$ cat src/rtl/uart_rx_core_if.sv
// rtl/uart_rx_core_if.sv - bus-side register interface of the UART receive path
//
// Groups the signals the UART register block uses to drain the RX FIFO and
// to read/clear the receive error flags.
//   fifoRe      pop the FIFO head (ignored while fifoEmpty)
//   clearErrors clear the sticky error flags at the next edge
//   dataOut     FIFO head byte, valid while fifoEmpty == 0
//   fifoEmpty   FIFO holds no bytes
//   fifoFull    FIFO holds 16 bytes
//   frameError  sticky: a stop bit was sampled as 0
//   overrun     sticky: a complete byte was dropped because the FIFO was full
// Modports: master = register block side, slave = receiver core side.

interface uart_rx_core_if;
  logic       fifoRe;
  logic       clearErrors;
  logic [7:0] dataOut;
  logic       fifoEmpty;
  logic       fifoFull;
  logic       frameError;
  logic       overrun;

  modport master (
    output fifoRe, clearErrors,
    input  dataOut, fifoEmpty, fifoFull, frameError, overrun
  );

  modport slave (
    input  fifoRe, clearErrors,
    output dataOut, fifoEmpty, fifoFull, frameError, overrun
  );
endinterface

$ cat src/rtl/uart_rx_core.sv
// rtl/uart_rx_core.sv - 16x oversampling 8N1 UART receiver with 16-entry RX FIFO
//
// Ports:
//   clock        system clock, rising edge
//   reset        synchronous active-low reset
//   baudDivisor  sample-tick period minus 1, in clock cycles
//   rxd          asynchronous serial input, idle high
//   rxActive     receiver is not idle (registered)
//   bus          FIFO drain / error flag interface (slave side)

module uart_rx_core (
  input  logic        clock,
  input  logic        reset,
  input  logic [15:0] baudDivisor,
  input  logic        rxd,
  output logic        rxActive,
  uart_rx_core_if.slave bus
);

  typedef enum logic [2:0] {IDLE, START, DATA, STOP, BREAK} state_t;

  state_t      state;
  logic        rxd_meta;
  logic        rxd_s;
  logic [15:0] tick_div;
  logic [7:0]  tick_cnt;
  logic [7:0]  tick_next;
  logic [2:0]  bit_cnt;
  logic [7:0]  shift_reg;

  logic [7:0]  mem [16];
  logic [3:0]  wr_ptr;
  logic [3:0]  rd_ptr;
  logic        empty;
  logic        full;
  logic        frame_error;
  logic        overrun_flag;

  logic        tick;
  logic        stop_sample;
  logic        stop_good;
  logic        frame_bad;
  logic        push;
  logic        pop;
  logic        drop;

  // Ticks only matter while a frame is being timed.
  assign tick        = (state != IDLE) && (state != BREAK) && (tick_div == 16'd0);
  assign tick_next   = tick_cnt + 8'd1;
  assign stop_sample = (state == STOP) && tick && (tick_next == 8'd152);
  assign stop_good   = stop_sample && rxd_s;
  assign frame_bad   = stop_sample && !rxd_s;
  assign pop         = bus.fifoRe && !empty;
  // A pop in the same cycle frees a slot even when full (full implies not empty).
  assign push        = stop_good && (!full || bus.fifoRe);
  assign drop        = stop_good && full && !bus.fifoRe;

  always_ff @(posedge clock) begin
    if (!reset) begin
      rxd_meta <= 1'b1;
      rxd_s    <= 1'b1;
    end else begin
      rxd_meta <= rxd;
      rxd_s    <= rxd_meta;
    end
  end

  always_ff @(posedge clock) begin
    if (!reset) begin
      state     <= IDLE;
      rxActive  <= 1'b0;
      tick_div  <= 16'd0;
      tick_cnt  <= 8'd0;
      bit_cnt   <= 3'd0;
      shift_reg <= 8'd0;
    end else begin
      if (tick) begin
        tick_div <= baudDivisor;
        tick_cnt <= tick_next;
      end else if (tick_div != 16'd0) begin
        tick_div <= tick_div - 16'd1;
      end

      case (state)
        IDLE: begin
          if (!rxd_s) begin
            // Reload here so tick k lands k*(baudDivisor+1) cycles after detection.
            state    <= START;
            rxActive <= 1'b1;
            tick_div <= baudDivisor;
            tick_cnt <= 8'd0;
            bit_cnt  <= 3'd0;
          end
        end
        START: begin
          if (tick && tick_next == 8'd8) begin
            if (rxd_s) begin
              state    <= IDLE;
              rxActive <= 1'b0;
            end else begin
              state <= DATA;
            end
          end
        end
        DATA: begin
          // Mid-bit of each data bit falls on ticks 24, 40, ... 136.
          if (tick && tick_next[3:0] == 4'd8) begin
            shift_reg <= {rxd_s, shift_reg[7:1]};
            bit_cnt   <= bit_cnt + 3'd1;
            if (bit_cnt == 3'd7) state <= STOP;
          end
        end
        STOP: begin
          if (stop_sample) begin
            if (rxd_s) begin
              state    <= IDLE;
              rxActive <= 1'b0;
            end else begin
              state <= BREAK;
            end
          end
        end
        BREAK: begin
          // Wait for the line to recover so a held-low line cannot start a frame.
          if (rxd_s) begin
            state    <= IDLE;
            rxActive <= 1'b0;
          end
        end
        default: begin
          state    <= IDLE;
          rxActive <= 1'b0;
        end
      endcase
    end
  end

  always_ff @(posedge clock) begin
    if (push) mem[wr_ptr] <= shift_reg;
  end

  always_ff @(posedge clock) begin
    if (!reset) begin
      wr_ptr <= 4'd0;
      rd_ptr <= 4'd0;
      empty  <= 1'b1;
      full   <= 1'b0;
    end else begin
      if (push) wr_ptr <= wr_ptr + 4'd1;
      if (pop)  rd_ptr <= rd_ptr + 4'd1;
      if (push && !pop) begin
        empty <= 1'b0;
        full  <= ((wr_ptr + 4'd1) == rd_ptr);
      end else if (pop && !push) begin
        full  <= 1'b0;
        empty <= ((rd_ptr + 4'd1) == wr_ptr);
      end
    end
  end

  // A new error outranks a coincident clear.
  always_ff @(posedge clock) begin
    if (!reset) begin
      frame_error  <= 1'b0;
      overrun_flag <= 1'b0;
    end else begin
      if (frame_bad)            frame_error <= 1'b1;
      else if (bus.clearErrors) frame_error <= 1'b0;
      if (drop)                 overrun_flag <= 1'b1;
      else if (bus.clearErrors) overrun_flag <= 1'b0;
    end
  end

  assign bus.dataOut    = mem[rd_ptr];
  assign bus.fifoEmpty  = empty;
  assign bus.fifoFull   = full;
  assign bus.frameError = frame_error;
  assign bus.overrun    = overrun_flag;

endmodule
$ cat src/flat_wrapper.sv
// flat-port wrapper written by rule: the top's interface ports become plain ports
module uart_rx_core_flat 
  (clock, reset, baudDivisor, rxd, rxActive, bus_fifoRe, bus_clearErrors, bus_dataOut, bus_fifoEmpty, bus_fifoFull, bus_frameError, bus_overrun);
  uart_rx_core_if bus_i ();
  input  logic clock;
  input  logic reset;
  input  logic [15:0] baudDivisor;
  input  logic rxd;
  output logic rxActive;
  input wire logic [$bits(bus_i.fifoRe)-1:0] bus_fifoRe;
  input wire logic [$bits(bus_i.clearErrors)-1:0] bus_clearErrors;
  output wire logic [$bits(bus_i.dataOut)-1:0] bus_dataOut;
  output wire logic [$bits(bus_i.fifoEmpty)-1:0] bus_fifoEmpty;
  output wire logic [$bits(bus_i.fifoFull)-1:0] bus_fifoFull;
  output wire logic [$bits(bus_i.frameError)-1:0] bus_frameError;
  output wire logic [$bits(bus_i.overrun)-1:0] bus_overrun;
  assign bus_i.fifoRe = bus_fifoRe;
  assign bus_i.clearErrors = bus_clearErrors;
  assign bus_dataOut = bus_i.dataOut;
  assign bus_fifoEmpty = bus_i.fifoEmpty;
  assign bus_fifoFull = bus_i.fifoFull;
  assign bus_frameError = bus_i.frameError;
  assign bus_overrun = bus_i.overrun;
  uart_rx_core u_core (.clock(clock), .reset(reset), .baudDivisor(baudDivisor), .rxd(rxd), .rxActive(rxActive), .bus(bus_i));
endmodule
$ cat config.mk
export PLATFORM = sky130hd
export DESIGN_NAME = uart_rx_core_flat
export DESIGN_NICKNAME = d
export VERILOG_FILES = /design/src/rtl/uart_rx_core_if.sv /design/src/rtl/uart_rx_core.sv /design/src/flat_wrapper.sv
export SDC_FILE = /design/constraint.sdc
export NUM_CORES = 1
export LEC_CHECK = 0
export ABC_AREA = 1
export BUFFER_PORTS_ARGS = -buffer_cell sky130_fd_sc_hd__buf_4
export CORE_MARGIN = 2
export CORE_UTILIZATION = 60
export CTS_CLUSTER_DIAMETER = 30
export CTS_CLUSTER_SIZE = 14
export DETAILED_ROUTE_END_ITERATION = 10
export PLACE_DENSITY = 0.78
export SLEW_MARGIN = 25
export SYNTH_ARGS = -nofsm -noshare
export SYNTH_HDL_FRONTEND = slang
export SYNTH_SLANG_ARGS = --single-unit
$ cat constraint.sdc
create_clock -name clock -period 3.65 [get_ports clock]
set_input_delay 0.365 -clock clock [delete_from_list [all_inputs] [get_ports clock]]
set_output_delay 0.365 -clock clock [all_outputs]
set_load 0.01 [all_outputs]
Yosys cells after proc, flatten, opt, wreduce, memory -nomap -nowiden --
Memories as Yosys holds them, arrays and structs flattened. A register that Yosys moved wholly into a read port is not among the register bits. Index checks and enable logic that the tools add are counted.
Storage, ports and cells: bits in registers 53, latch bits 0, memory bits (writable) 128, bits in read-only memories 0, input bits 21, output and inout bits 13, word-level logic and storage cells 106, memories 1
Cells by class: add/subtract/negate cells 5, multiply operators 0, divide/modulo/power cells 0, order comparisons 0, equal/unequal tests 17, shift-type cells 0, multiplexer cells 35, bitwise gates (word level) 1, reduce and logical (&&, ||, !) cells 33
Memory list:
- u_core.mem | words 16, width 8, rd ports 1, clocked after Yosys merged registers in 1, wr ports 1, RTL line uart_rx_core.sv:31 | logic [7:0] mem [16];
Operators with widths (number):
- $mux 16 | 4
- $mux 3 | 9
- $mux 8 | 3
- $logic_not 16->1 | 1
- $reduce_bool 16->1 | 1
- $sub 16x1->16 const B | 1
- $pmux 3 s5 | 1
- $logic_and 1x1->1 | 14
- $mux 1 | 13
- $ne 2x1->1 const B | 5
- $add 4x1->4 const B | 2
- $add 8x1->8 const B | 1
- $eq 4x4->1 | 2
- $eq 8x4->1 const B | 1
- $eq 8x8->1 const B | 1
- $mux 4 | 2
- $reduce_bool 2->1 | 4
- $eq 3x2->1 const B | 2
- $eq 3x3->1 const B | 2
- $logic_not 1->1 | 6
- $pmux 3 s2 | 1
- $reduce_and 6->1 | 1
- $pmux 1 s5 | 1
- $eq 4x4->1 const B | 1
- other kinds (12) | 12

Logic depth before layout (Yosys ltp) --
Gate-level depths: netlist (run 1).
word-level depth 11, gate-level depth with buffers 16, mapped depth without buffers 16

Worst setup path before layout (run 1) --
Ideal clock, no wire load.
path type flip-flop to flip-flop, start register u_core.tick_div[0], end register u_core.empty, in the netlist u_core.bus.fifoEmpty, setup time 59 ps, arrival 2566 ps, required time 3591 ps, setup slack 1024 ps, stages on the path, launching flop included 17, path buffers 0, period minus slack after synthesis 2626 ps, cell sequence dfxtp_1 > inv_1 > ha_1 > nand3_1 > nor2_4 > nand3_4 > nor2_4 > nand3_4 > nor2_4 > nand2_4 > nor2_8 > ha_1 > inv_1 > o21ai_0 > a2111oi_0 > o211ai_1 > nand2_1
Between the ends: longest elaborated chain between the ends 9, elaborated cells on any way between the ends 11, classes of those cells mux (1); reduce/logical (10)
RTL lines:
- start, declared | RTL line uart_rx_core.sv:25 | logic [15:0] tick_div;
- start signal, assigned | RTL line uart_rx_core.sv:78 | tick_div <= baudDivisor;
- start signal, assigned | RTL line uart_rx_core.sv:81 | tick_div <= tick_div - 16'd1;
- start signal, assigned | RTL line uart_rx_core.sv:90 | tick_div <= baudDivisor;
- $logic_not 16->1 * | RTL line uart_rx_core.sv:48 | assign tick = (state != IDLE) && (state != BREAK) && (tick_div == 16'd0);
- $logic_and 1x1->1 * | RTL line uart_rx_core.sv:48
- $logic_and 1x1->1 * (2 in a row) | RTL line uart_rx_core.sv:50 | assign stop_sample = (state == STOP) && tick && (tick_next == 8'd152);
- $logic_and 1x1->1 * | RTL line uart_rx_core.sv:51 | assign stop_good = stop_sample && rxd_s;
- $logic_and 1x1->1 * | RTL line uart_rx_core.sv:55 | assign push = stop_good && (!full || bus.fifoRe);
- named net u_core.push | RTL line uart_rx_core.sv:43 | logic push;
- $logic_not 1->1 | RTL line uart_rx_core.sv:154 | end else if (pop && !push) begin
- $logic_and 1x1->1 | RTL line uart_rx_core.sv:154
- $reduce_bool 2->1 (no line)
- end signal, assigned | RTL line uart_rx_core.sv:156 | empty <= ((rd_ptr + 4'd1) == wr_ptr);
- end, declared | RTL line uart_rx_core.sv:34 | logic empty;
The timed path passes the listed nets; every way through them passes the cells marked *. A chain may end at the register's enable or synchronous reset.

Final worst setup path (run 1) --
Same ends and word-level chain as after synthesis.

==> reports/results.txt, run 1 <==
Worst skew pair latency: 0.43 ns
Reg2Reg Launch Point: u_core.tick_div[0]$_SDFF_PN0_
Setup WS pre-CTS: 0.650 ns
Hold WS: 0.122 ns
DRT Pass-1 Iters: 5
CTS tree: built
Setup TNS: 0 ns
Max IR drop VDD: 0.427 mV
Crit path to: u_core.bus.fifoEmpty$_SDFFE_PN1P_
Die Width: 122 um
Outcome: finished clean
Multi-input gate area: 0.00292 mm^2
Largest regs: u_core.mem: 128 flops, u_core.tick_div: 16 flops
Rel. slew slack: 36.3%
Initial antenna violation count: 0
# IOs: 34
H-Tree Depth: 4
Met1 WL: 7190 um
Top sig layer: met4
Post-Synthesis Cells: 808
Largest net degree at the start of global routing: 52
Ys async rst share: 0%
Nets: 864
Clock root cell: clkbuf_16
Least-Margin Pin Slew: 0.954 ns
Fin area: 0.00930 mm^2
Unrepaired setup endpoints after global routing: no
Area Growth Syn to Fin: 11.1%
Post-CTS setup buffers: 0
CP Class: reg -> reg
Final hold vios: 0
Share of cells above drive strength 1: 12.1%
Startpoint Class: flop
Final worst setup slack: 0.599 ns
R2R cell count: 16
EDFF count, synth: 128
WL met3: 985 um
Final period util: 83.6%
Crit-path max FO: 9
CTS Hold Buffers Added: 0
Fill count: 1072
HPWL after detailed placement: 12100 um
Core box area: 0.0138 mm^2
Power density cells: 532 mW/mm^2
Clk_skew: 0.0119 ns
Routability cong.: 0.911
Required time of the critical path: 4.03 ns
Std-Cell Rows: 43
Starting Density: 60.7%
Number of inserted diodes: 0
Gr ovfl total: 0
Vias after detailed routing: 5920
CTS Buf Count: 17
Wire length per cell: 17.3 um
Ys flop type: edfxtp_1
Crit path arrival time: 3.43 ns
Vias in the first global route: 5752
Final Setup Violations: 0
Crit. Startpoint: u_core.tick_div[0]$_SDFF_PN0_
Worst hold path type: in -> reg
Number of I/O port buffers: 33
Die footprint: 0.0149 mm^2
Clock Path Buffers: 2
Met2 WL: 8830 um
Most frequent cells in the layout: 128 x edfxtp_1, 89 x nand2_1, 86 x inv_1, 78 x o21ai_0, 76 x nor2_1
Synthesized area: 0.00837 mm^2
Commonest non-fill, non-tap cell in the layout: edfxtp_1
Via density: 5.78
Synth Net Count: 840
Gr usage total: 25.3%
Leakage: 3.53 nW
Critical path capture point type: flop
Final ANT Viol Nets: 0
RR Endpoint: u_core.bus.fifoEmpty$_SDFFE_PN1P_
Synth warn: 0
Global-route wire length before repair: 28300 um
Synthesis-stage register bit count: 185
DRC: 0
Max FFs per register: 128
Synth unique cells: 37
Syn Area/Cell: 10.4 um^2
Cts repair resizes: 0
Clk pin slew, worst setup/hold paths: 0.07 ns
Final Total Pwr: 0.00495 W
Minimum clock period after layout: 3.05 ns
Max Fclk: 328 MHz
Clock sinks: 185
Total Wirelength: 17700 um
Chip Height: 122 um
Sequential Area: 0.00499 mm^2
DRT iter0 DRCs: 545
Max Cap Viol: 0
Flop-to-flop setup slack: 0.60 ns
Post-DP Area: 0.00875 mm^2
Max-slew violations: 0
Top reg by flops: u_core.mem
Sequential element share of the synthesized area: 59.6%
[worst max-delay path: stages, from the launching register on]
cell,delay (ns)
dfxtp_1,0.35
inv_1,0.15
ha_1,0.24
nand3_1,0.14
nor2_4,0.14
nand3_4,0.15
nor2_4,0.16
nand3_4,0.08
nor2_4,0.15
nand2_4,0.08
nor2_8,0.23
ha_1,0.29
inv_1,0.09
o21ai_0,0.09
a2111oi_0,0.40
o211ai_1,0.16
nand2_1,0.08
[report_power, final]
part	leakage, nW	internal (W)	switching, W
Combinational	1.33	0.000323	0.000539
Sequential	1.95	0.00230	0.000103
Clock	0.250	0.000881	0.000798
Total	3.53	0.00351	0.00144
[area by class of cell]
class / instances / share of cell area [%]
Clock buffer: 17 / 4.58
Tap cell: 180 / 2.42
Sequential cell: 185 / 53.7
Timing Repair Buffer: 37 / 3.12
Clock inverter: 15 / 1.27
Inverter: 88 / 3.55
Multi-Input combinational cell: 503 / 31.4
[metal layers]
layer  vias to the layer above  GRT usage (%)
li1                       2857              -
met1                      2780           30.8
met2                       228           42.9
met3                        55           4.87
met4                         0           13.5
met5                         -              0
[kinds of logic (layout without fill, tap and decap cells)]
family,after synthesis,count (layout),synth area share (%)
compound gates,186,186,12.4
xor+xnor,21,21,2.20
fa+ha+maj,11,11,1.65
buf+inv,120,157,5.52
flops,185,185,59.6
mux,34,34,4.07
simple gates,251,251,14.6
[through the flow]
step | util (%) | std cells
finish | 67.5 | 1025
global route | 67.5 | 1025
CTS | 67.5 | 1025
detailed placement | 63.6 | 993
global placement | 63.6 | 993
floorplan | - | 808
[worst min-delay path by stage]
stage	startpoint	cells after the start	slack [ns]	endpoint
2_1_floorplan	u_core.rxd_meta$_SDFF_PN1_	1	0.39	u_core.rxd_s$_SDFF_PN1_
3_3_place_gp	u_core.rxd_meta$_SDFF_PN1_	1	0.40	u_core.rxd_s$_SDFF_PN1_
3_5_place_dp	u_core.rxd_meta$_SDFF_PN1_	1	0.40	u_core.rxd_s$_SDFF_PN1_
4_1_cts	rxd	2	0.11	u_core.rxd_meta$_SDFF_PN1_
5_1_grt	rxd	2	0.11	u_core.rxd_meta$_SDFF_PN1_
6_report	rxd	2	0.12	u_core.rxd_meta$_SDFF_PN1_
[synthesized netlist by cell type, types with 3 or more instances]
library cell / instances / area, um^2
nor3_1: 7 / 35.0
nor2_4: 7 / 78.8
nor2_2: 6 / 37.5
buf_2: 6 / 30.0
nand2_4: 5 / 56.3
nand2_1: 89 / 334
mux2i_1: 34 / 340
xnor2_1: 5 / 43.8
o211ai_1: 35 / 263
o21ai_0: 78 / 390
nor2_1: 76 / 285
or2_2: 3 / 18.8
nand3_1: 31 / 155
inv_1: 86 / 323
clkbuf_1: 25 / 93.8
nand4_1: 11 / 68.8
xor2_1: 16 / 140
a21oi_1: 67 / 335
ha_1: 11 / 138
nor4_1: 3 / 18.8
edfxtp_1: 128 / 3840
nand2_2: 5 / 31.3
dfxtp_1: 57 / 1140
(Power assumes the default switching activity.)
==> run 2, diff against run 1 <==
--- a/config.mk
+++ b/config.mk
@@ -8,11 +8,11 @@
 export ABC_AREA = 1
 export BUFFER_PORTS_ARGS = -buffer_cell sky130_fd_sc_hd__buf_4
 export CORE_MARGIN = 2
-export CORE_UTILIZATION = 60
+export CORE_UTILIZATION = 56
 export CTS_CLUSTER_DIAMETER = 30
 export CTS_CLUSTER_SIZE = 14
 export DETAILED_ROUTE_END_ITERATION = 10
-export PLACE_DENSITY = 0.78
+export PLACE_DENSITY = 0.76
 export SLEW_MARGIN = 25
 export SYNTH_ARGS = -nofsm -noshare
 export SYNTH_HDL_FRONTEND = slang
==> constraint.sdc (replaced) <==
create_clock -name clock -period 2.5 [get_ports clock]
set_input_delay 0.25 -clock clock [delete_from_list [all_inputs] [get_ports clock]]
set_output_delay 0.25 -clock clock [all_outputs]
set_load 0.01 [all_outputs]
==> reports/results.txt, run 2 (synthesis gave the netlist of run 1 again) <==
Crit path cell chain: buf_16, mux2i_1, o21ai_0, o211ai_1, nand2_1, buf_4
Routability cong.: 0.944 (+3.6%)
Starting Density: 57.3% (-3.4 points)
Clk pin slew, worst setup/hold paths: 0.07 ns (about the same)
Min-delay src: baudDivisor[3]
Setup WS pre-CTS: -0.0519 ns (-0.702 ns)
Critical path capture point type: primary output
Std-Cell Rows: 44 (+2.3%)
Max Fclk: 424 MHz
Final ANT Viol Nets: 0 (unchanged)
Largest net degree at the start of global routing: 60 (+15%)
CP peak stage delay: 0.51 ns (+0.11 ns)
Least-Margin Pin Slew: 0.663 ns (-0.292 ns)
CTS Buf Count: 17 (unchanged)
Startpoint Class: flop
Clock Path Buffers: 2 (unchanged)
Final Setup Violations: 0 (unchanged)
Die Width: 126 um (+3.4%)
Area Growth Syn to Fin: 15.9%
Global-route wire length before repair: 28900 um (+2.0%)
Largest regs: u_core.mem: 128 flops, u_core.tick_div: 16 flops
DRT iter0 DRCs: 575 (+5.5%)
Final Total Pwr: 0.00753 W (+52%)
Die footprint: 0.0159 mm^2 (+6.9%)
Clock root cell: clkbuf_16
Max Cap Viol: 0 (unchanged)
Most frequent cells in the layout: 128 x edfxtp_1, 89 x nand2_1, 83 x inv_1, 77 x o21ai_0, 76 x nor2_1
Total Wirelength: 17500 um (-0.98%)
Gr ovfl total: 0 (unchanged)
Number of inserted diodes: 0 (unchanged)
Power density cells: 777 mW/mm^2 (+46%)
Worst skew pair latency: 0.44 ns (about the same)
Number of I/O port buffers: 33 (unchanged)
Vias in the first global route: 5967 (+3.7%)
Final worst setup slack: 0.139 ns (-0.460 ns)
Share of cells above drive strength 1: 17.5% (+5.4 points)
Final period util: 94.4%
Final hold vios: 0 (unchanged)
Wire length per cell: 16.4 um (-4.7%)
# IOs: 34 (unchanged)
Rel. slew slack: 55.8% (+19 points)
CP Class: reg -> out
Initial antenna violation count: 0 (unchanged)
HPWL after detailed placement: 11900 um (-1.4%)
Placed cells: 1029 (+3.6%)
Max FFs per register: 128 (unchanged)
Chip Height: 126 um (+3.4%)
Core box area: 0.0146 mm^2 (+5.9%)
Clk_skew: 0.00864 ns (-0.00330 ns)
Minimum clock period after layout: 2.36 ns
Nets: 900 (+4.2%)
Vias after detailed routing: 6034 (+1.9%)
Crit-path max FO: 59 (+50)
Crit path arrival time: 2.11 ns (-1.32 ns)
Outcome: finished clean
Required time of the critical path: 2.25 ns (-1.78 ns)
Reg2Reg Launch Point: u_core.tick_div[0]$_SDFF_PN0_
Clock sinks: 185 (unchanged)
DRC: 0 (unchanged)
Worst hold path type: in -> reg
H-Tree Depth: 4 (unchanged)
DRT Pass-1 Iters: 5 (unchanged)
Leakage: 3.76 nW (+6.5%)
Unrepaired setup endpoints after global routing: yes
Non-Filler Instances: 1065 (+3.9%)
Top reg by flops: u_core.mem
Gr usage total: 23.1% (-2.2 points)
Commonest non-fill, non-tap cell in the layout: edfxtp_1
Max-slew violations: 0 (unchanged)
Slowest CP cell: dfxtp_4
Via density: 5.67 (-1.9%)
Max IR drop VDD: 0.542 mV (+27%)
CTS tree: built
[run 2: cell count changes in the layout (fill, tap and decap cells not counted), sizes merged]
cell and delta:
bufinv +1, buf +35, dlygate4sd3 +1, inv +3
clkinvlp -4
[run 2: path summary, 6_finish.rpt]
kind	to	cells after the start	slack, ns
setup / recovery	bus_dataOut[1]	6	0.14
hold / removal	u_core.tick_div[3]$_SDFF_PN0_	3	0.05
setup reg to reg	u_core.bus.fifoEmpty$_SDFFE_PN1P_	16	0.15
hold reg to reg	u_core.rxd_s$_SDFF_PN1_	1	0.42
[run 2: stage by stage]
step	hold WS (ns)	instance area, um^2	utilization [%]	TNS, ns
global placement	0.401	9030	61.9	0
finish	0.0505	9690	66.4	0
global route	0.0572	9690	66.4	-0.00635
CTS	0.0376	9640	66.1	0
detailed placement	0.415	9030	61.9	-0.0519
floorplan	0.357	8400	-	-0.0110
[run 2: critical path, delay by kind of cell (launching register included)]
kind                   cells  cell delay [ns]
buffers and inverters      2             0.45
flip-flops                 1             0.51
multiplexers               1             0.21
AO/OA/AOI/OAI              2             0.36
AND/OR/NAND/NOR            1             0.11
[run 2: routing by layer]
metal / vias up / wire [um] / GRT usage (%)
met2: 168 / 9150 / 41.1
met1: 2890 / 7010 / 27.5
met5: - / 0 / 0
li1: 2934 / - / -
met3: 42 / 875 / 4.38
met4: 0 / 482 / 9.70
[run 2: what timing repair did]
item / in CTS / in global routing
endpoints found under the hold margin: 1 / 0
hold buffers: 1 / 0
resized for setup: 3 / 12
buffers inserted: 1 / 2
pin swaps: 4 / 10
setup endpoints to repair: 1 / 108
[run 2: power by group]
part	total [W]	switching, W	internal, W
Sequential	0.00352	0.000154	0.00336
Combinational	0.00139	0.000836	0.000551
Clock	0.00263	0.00122	0.00141
[run 2: final cells by class]
cell class	instances	area, um^2
tap	184	230
clock inverter	15	153
timing repair buffer	73	571
clock buffer	17	425
multi-input combinational	503	2980
sequential	185	5000
inverter	88	335
fill	1060	4890
==> run 3, diff against run 2 <==
--- a/config.mk
+++ b/config.mk
@@ -8,11 +8,11 @@
 export ABC_AREA = 1
 export BUFFER_PORTS_ARGS = -buffer_cell sky130_fd_sc_hd__buf_4
 export CORE_MARGIN = 2
-export CORE_UTILIZATION = 56
+export CORE_UTILIZATION = 55
 export CTS_CLUSTER_DIAMETER = 30
 export CTS_CLUSTER_SIZE = 14
 export DETAILED_ROUTE_END_ITERATION = 10
-export PLACE_DENSITY = 0.76
+export PLACE_DENSITY = 0.75
 export SLEW_MARGIN = 25
 export SYNTH_ARGS = -nofsm -noshare
 export SYNTH_HDL_FRONTEND = slang
==> reports/results.txt, run 3 (synthesis gave the netlist of run 1 again) <==
Final Total Pwr: 0.00741 W (-1.6%)
R2R cell count: 16 (unchanged)
Crit path to: u_core.bus.fifoEmpty$_SDFFE_PN1P_
Std-Cell Rows: 45 (+2.3%)
Critical path capture point type: flop
Final Setup Violations: 0 (unchanged)
Gr usage total: 23.3% (+0.14 points)
Die footprint: 0.0162 mm^2 (+1.8%)
Slowest CP cell: a2111oi_2
Chip Height: 127 um (+0.88%)
Max IR drop VDD: 0.604 mV (+11%)
Max Cap Viol: 0 (unchanged)
Final hold vios: 0 (unchanged)
CP peak stage delay: 0.38 ns (-0.13 ns)
Die Width: 127 um (+0.88%)
CP Class: reg -> reg
DRC: 0 (unchanged)
Via density: 5.64 (-0.47%)
Vias after detailed routing: 6028 (-0.099%)
Most frequent cells in the layout: 128 x edfxtp_1, 87 x nand2_1, 82 x inv_1, 76 x nor2_1, 76 x o21ai_0
Worst skew pair latency: 0.43 ns (about the same)
Nets: 900 (unchanged)
Max Fclk: 411 MHz (-3.0%)
Share of cells above drive strength 1: 17.6% (+0.11 points)
Clock root cell: clkbuf_16
Max-slew violations: 0 (unchanged)
Util after Layout: 64.4% (-2.1 points)
Largest regs: u_core.mem: 128 flops, u_core.tick_div: 16 flops
RR Endpoint: u_core.bus.fifoEmpty$_SDFFE_PN1P_
DRT Pass-1 Iters: 5 (unchanged)
Leakage: 3.72 nW (-1.0%)
Gr ovfl total: 0 (unchanged)
Post-DP Area: 0.00901 mm^2 (-0.28%)
Max FFs per register: 128 (unchanged)
Area Growth Syn to Fin: 15.7%
CTS tree: built
Largest net degree at the start of global routing: 41 (-32%)
# IOs: 34 (unchanged)
Reg2Reg Launch Point: u_core.tick_div[0]$_SDFF_PN0_
Rel. slew slack: 49.4% (-6.3 points)
Core box area: 0.0150 mm^2 (+3.0%)
Number of I/O port buffers: 33 (unchanged)
Fin area: 0.00968 mm^2 (-0.18%)
Clk_skew: 0.00727 ns (-0.00136 ns)
Flop-to-flop setup slack: 0.07 ns (-0.08 ns)
Top reg by flops: u_core.mem
Wire length per cell: 16.9 um (+2.8%)
Required time of the critical path: 2.87 ns (+0.62 ns)
Worst hold path type: in -> reg
Fill count: 1123 (+5.9%)
Crit-path max FO: 4 (-93%)
Clk pin slew, worst setup/hold paths: 0.07 ns (about the same)
H-Tree Depth: 4 (unchanged)
Global-route wire length before repair: 29100 um (+0.69%)
HPWL after detailed placement: 12000 um (+0.83%)
Starting Density: 55.6% (-1.7 points)
Unrepaired setup endpoints after global routing: yes
Clock sinks: 185 (unchanged)
Commonest non-fill, non-tap cell in the layout: edfxtp_1
Initial antenna violation count: 0 (unchanged)
Minimum clock period after layout: 2.43 ns (+0.0718 ns)
CTS Buf Count: 17 (unchanged)
Crit path arrival time: 2.81 ns (+0.70 ns)
Crit. Startpoint: u_core.tick_div[0]$_SDFF_PN0_
Least-Margin Pin Slew: 0.757 ns (+0.0947 ns)
Routability cong.: 0.906 (-4.0%)
Final period util: 97.3% (+2.9 points)
Power density cells: 766 mW/mm^2 (-1.5%)
Clock Path Buffers: 2 (unchanged)
Final ANT Viol Nets: 0 (unchanged)
Crit path cell chain: inv_4, ha_4, nand3_4, nor2_4, nand3_4, nor2_4, nand3_4, nor2_4, nand2_4, nor2_8, ha_4, inv_4, o21ai_1, a2111oi_2, o211ai_1, nand2_1
Startpoint Class: flop
Number of inserted diodes: 0 (unchanged)
Total Wirelength: 18100 um (+3.2%)
Outcome: finished clean
Vias in the first global route: 5872 (-1.6%)
DRT iter0 DRCs: 473 (-18%)
Setup TNS: 0 ns (unchanged)
[run 3: cell types whose count changed in the layout (fill, tap and decap cells not counted), moves of 2 or more]
cell	delta
clkbuf_1	+2
dfxtp_1	-2
clkinvlp_4	+5
nand2_2	+2
o21ai_1	+2
inv_8	-5
nand2_1	-2
[run 3: per-stage QoR]
stage	setup WS, ns	hold slack [ns]	std cells
5_1_grt	-0.0849	0.0780	1069
3_3_place_gp	0.122	0.407	1029
4_1_cts	-0.0141	0.0451	1064
6_report	0.0671	0.0700	1069
3_5_place_dp	-0.0710	0.405	1029
2_1_floorplan	-0.0110	0.357	808
[run 3: what timing repair did]
action | CTS | global route
setup endpoints to repair | 3 | 130
hold endpoints to repair | 1 | 0
gates resized for setup | 2 | 17
hold buffers | 1 | 0
setup buffers | 2 | 5
pin swaps | 2 | 9
[run 3: power breakdown]
| part | internal [W] | switching [W] |
|---|---|---|
| logic | 0.000549 | 0.000822 |
| clock network | 0.00138 | 0.00115 |
| registers | 0.00336 | 0.000150 |
| total | 0.00529 | 0.00212 |
[run 3: final cells by class]
class	count	area [um^2]	area share, %
multi-input combinational	503	2980	30.8
clock inverter	13	120	1.24
tap	188	235	2.43
timing repair buffer	73	571	5.90
inverter	88	335	3.47
clock buffer	19	433	4.47
sequential	185	5000	51.7
[run 3: worst max-delay path, delay by kind of cell, from the launching register on]
| family | cells | cell delay, ns |
|---|---|---|
| fa+ha+maj | 2 | 0.36 |
| simple gates | 9 | 0.93 |
| buf+inv | 2 | 0.11 |
| compound gates | 3 | 0.61 |
| flops | 1 | 0.36 |
[run 3: per-layer routing]
metal	up-vias	GRT usage, %	part of all wire, %
met4	0	9.76	2.1
met3	32	5.15	5.5
met1	2850	29.2	43
met5	-	0	0
li1	2939	-	-
met2	207	39.2	49
[run 3: worst min-delay path by stage]
| stage | from | end | slack (ns) | cells past startpoint |
|---|---|---|---|---|
| 4_1_cts | baudDivisor[3] | u_core.tick_div[3]$_SDFF_PN0_ | 0.05 | 3 |
| 5_1_grt | baudDivisor[3] | u_core.tick_div[3]$_SDFF_PN0_ | 0.08 | 3 |
| 3_5_place_dp | u_core.rxd_meta$_SDFF_PN1_ | u_core.rxd_s$_SDFF_PN1_ | 0.41 | 1 |
| 6_report | baudDivisor[7] | u_core.tick_div[7]$_SDFF_PN0_ | 0.07 | 3 |
| 2_1_floorplan | rxd | u_core.rxd_meta$_SDFF_PN1_ | 0.36 | 1 |
| 3_3_place_gp | u_core.rxd_meta$_SDFF_PN1_ | u_core.rxd_s$_SDFF_PN1_ | 0.41 | 1 |
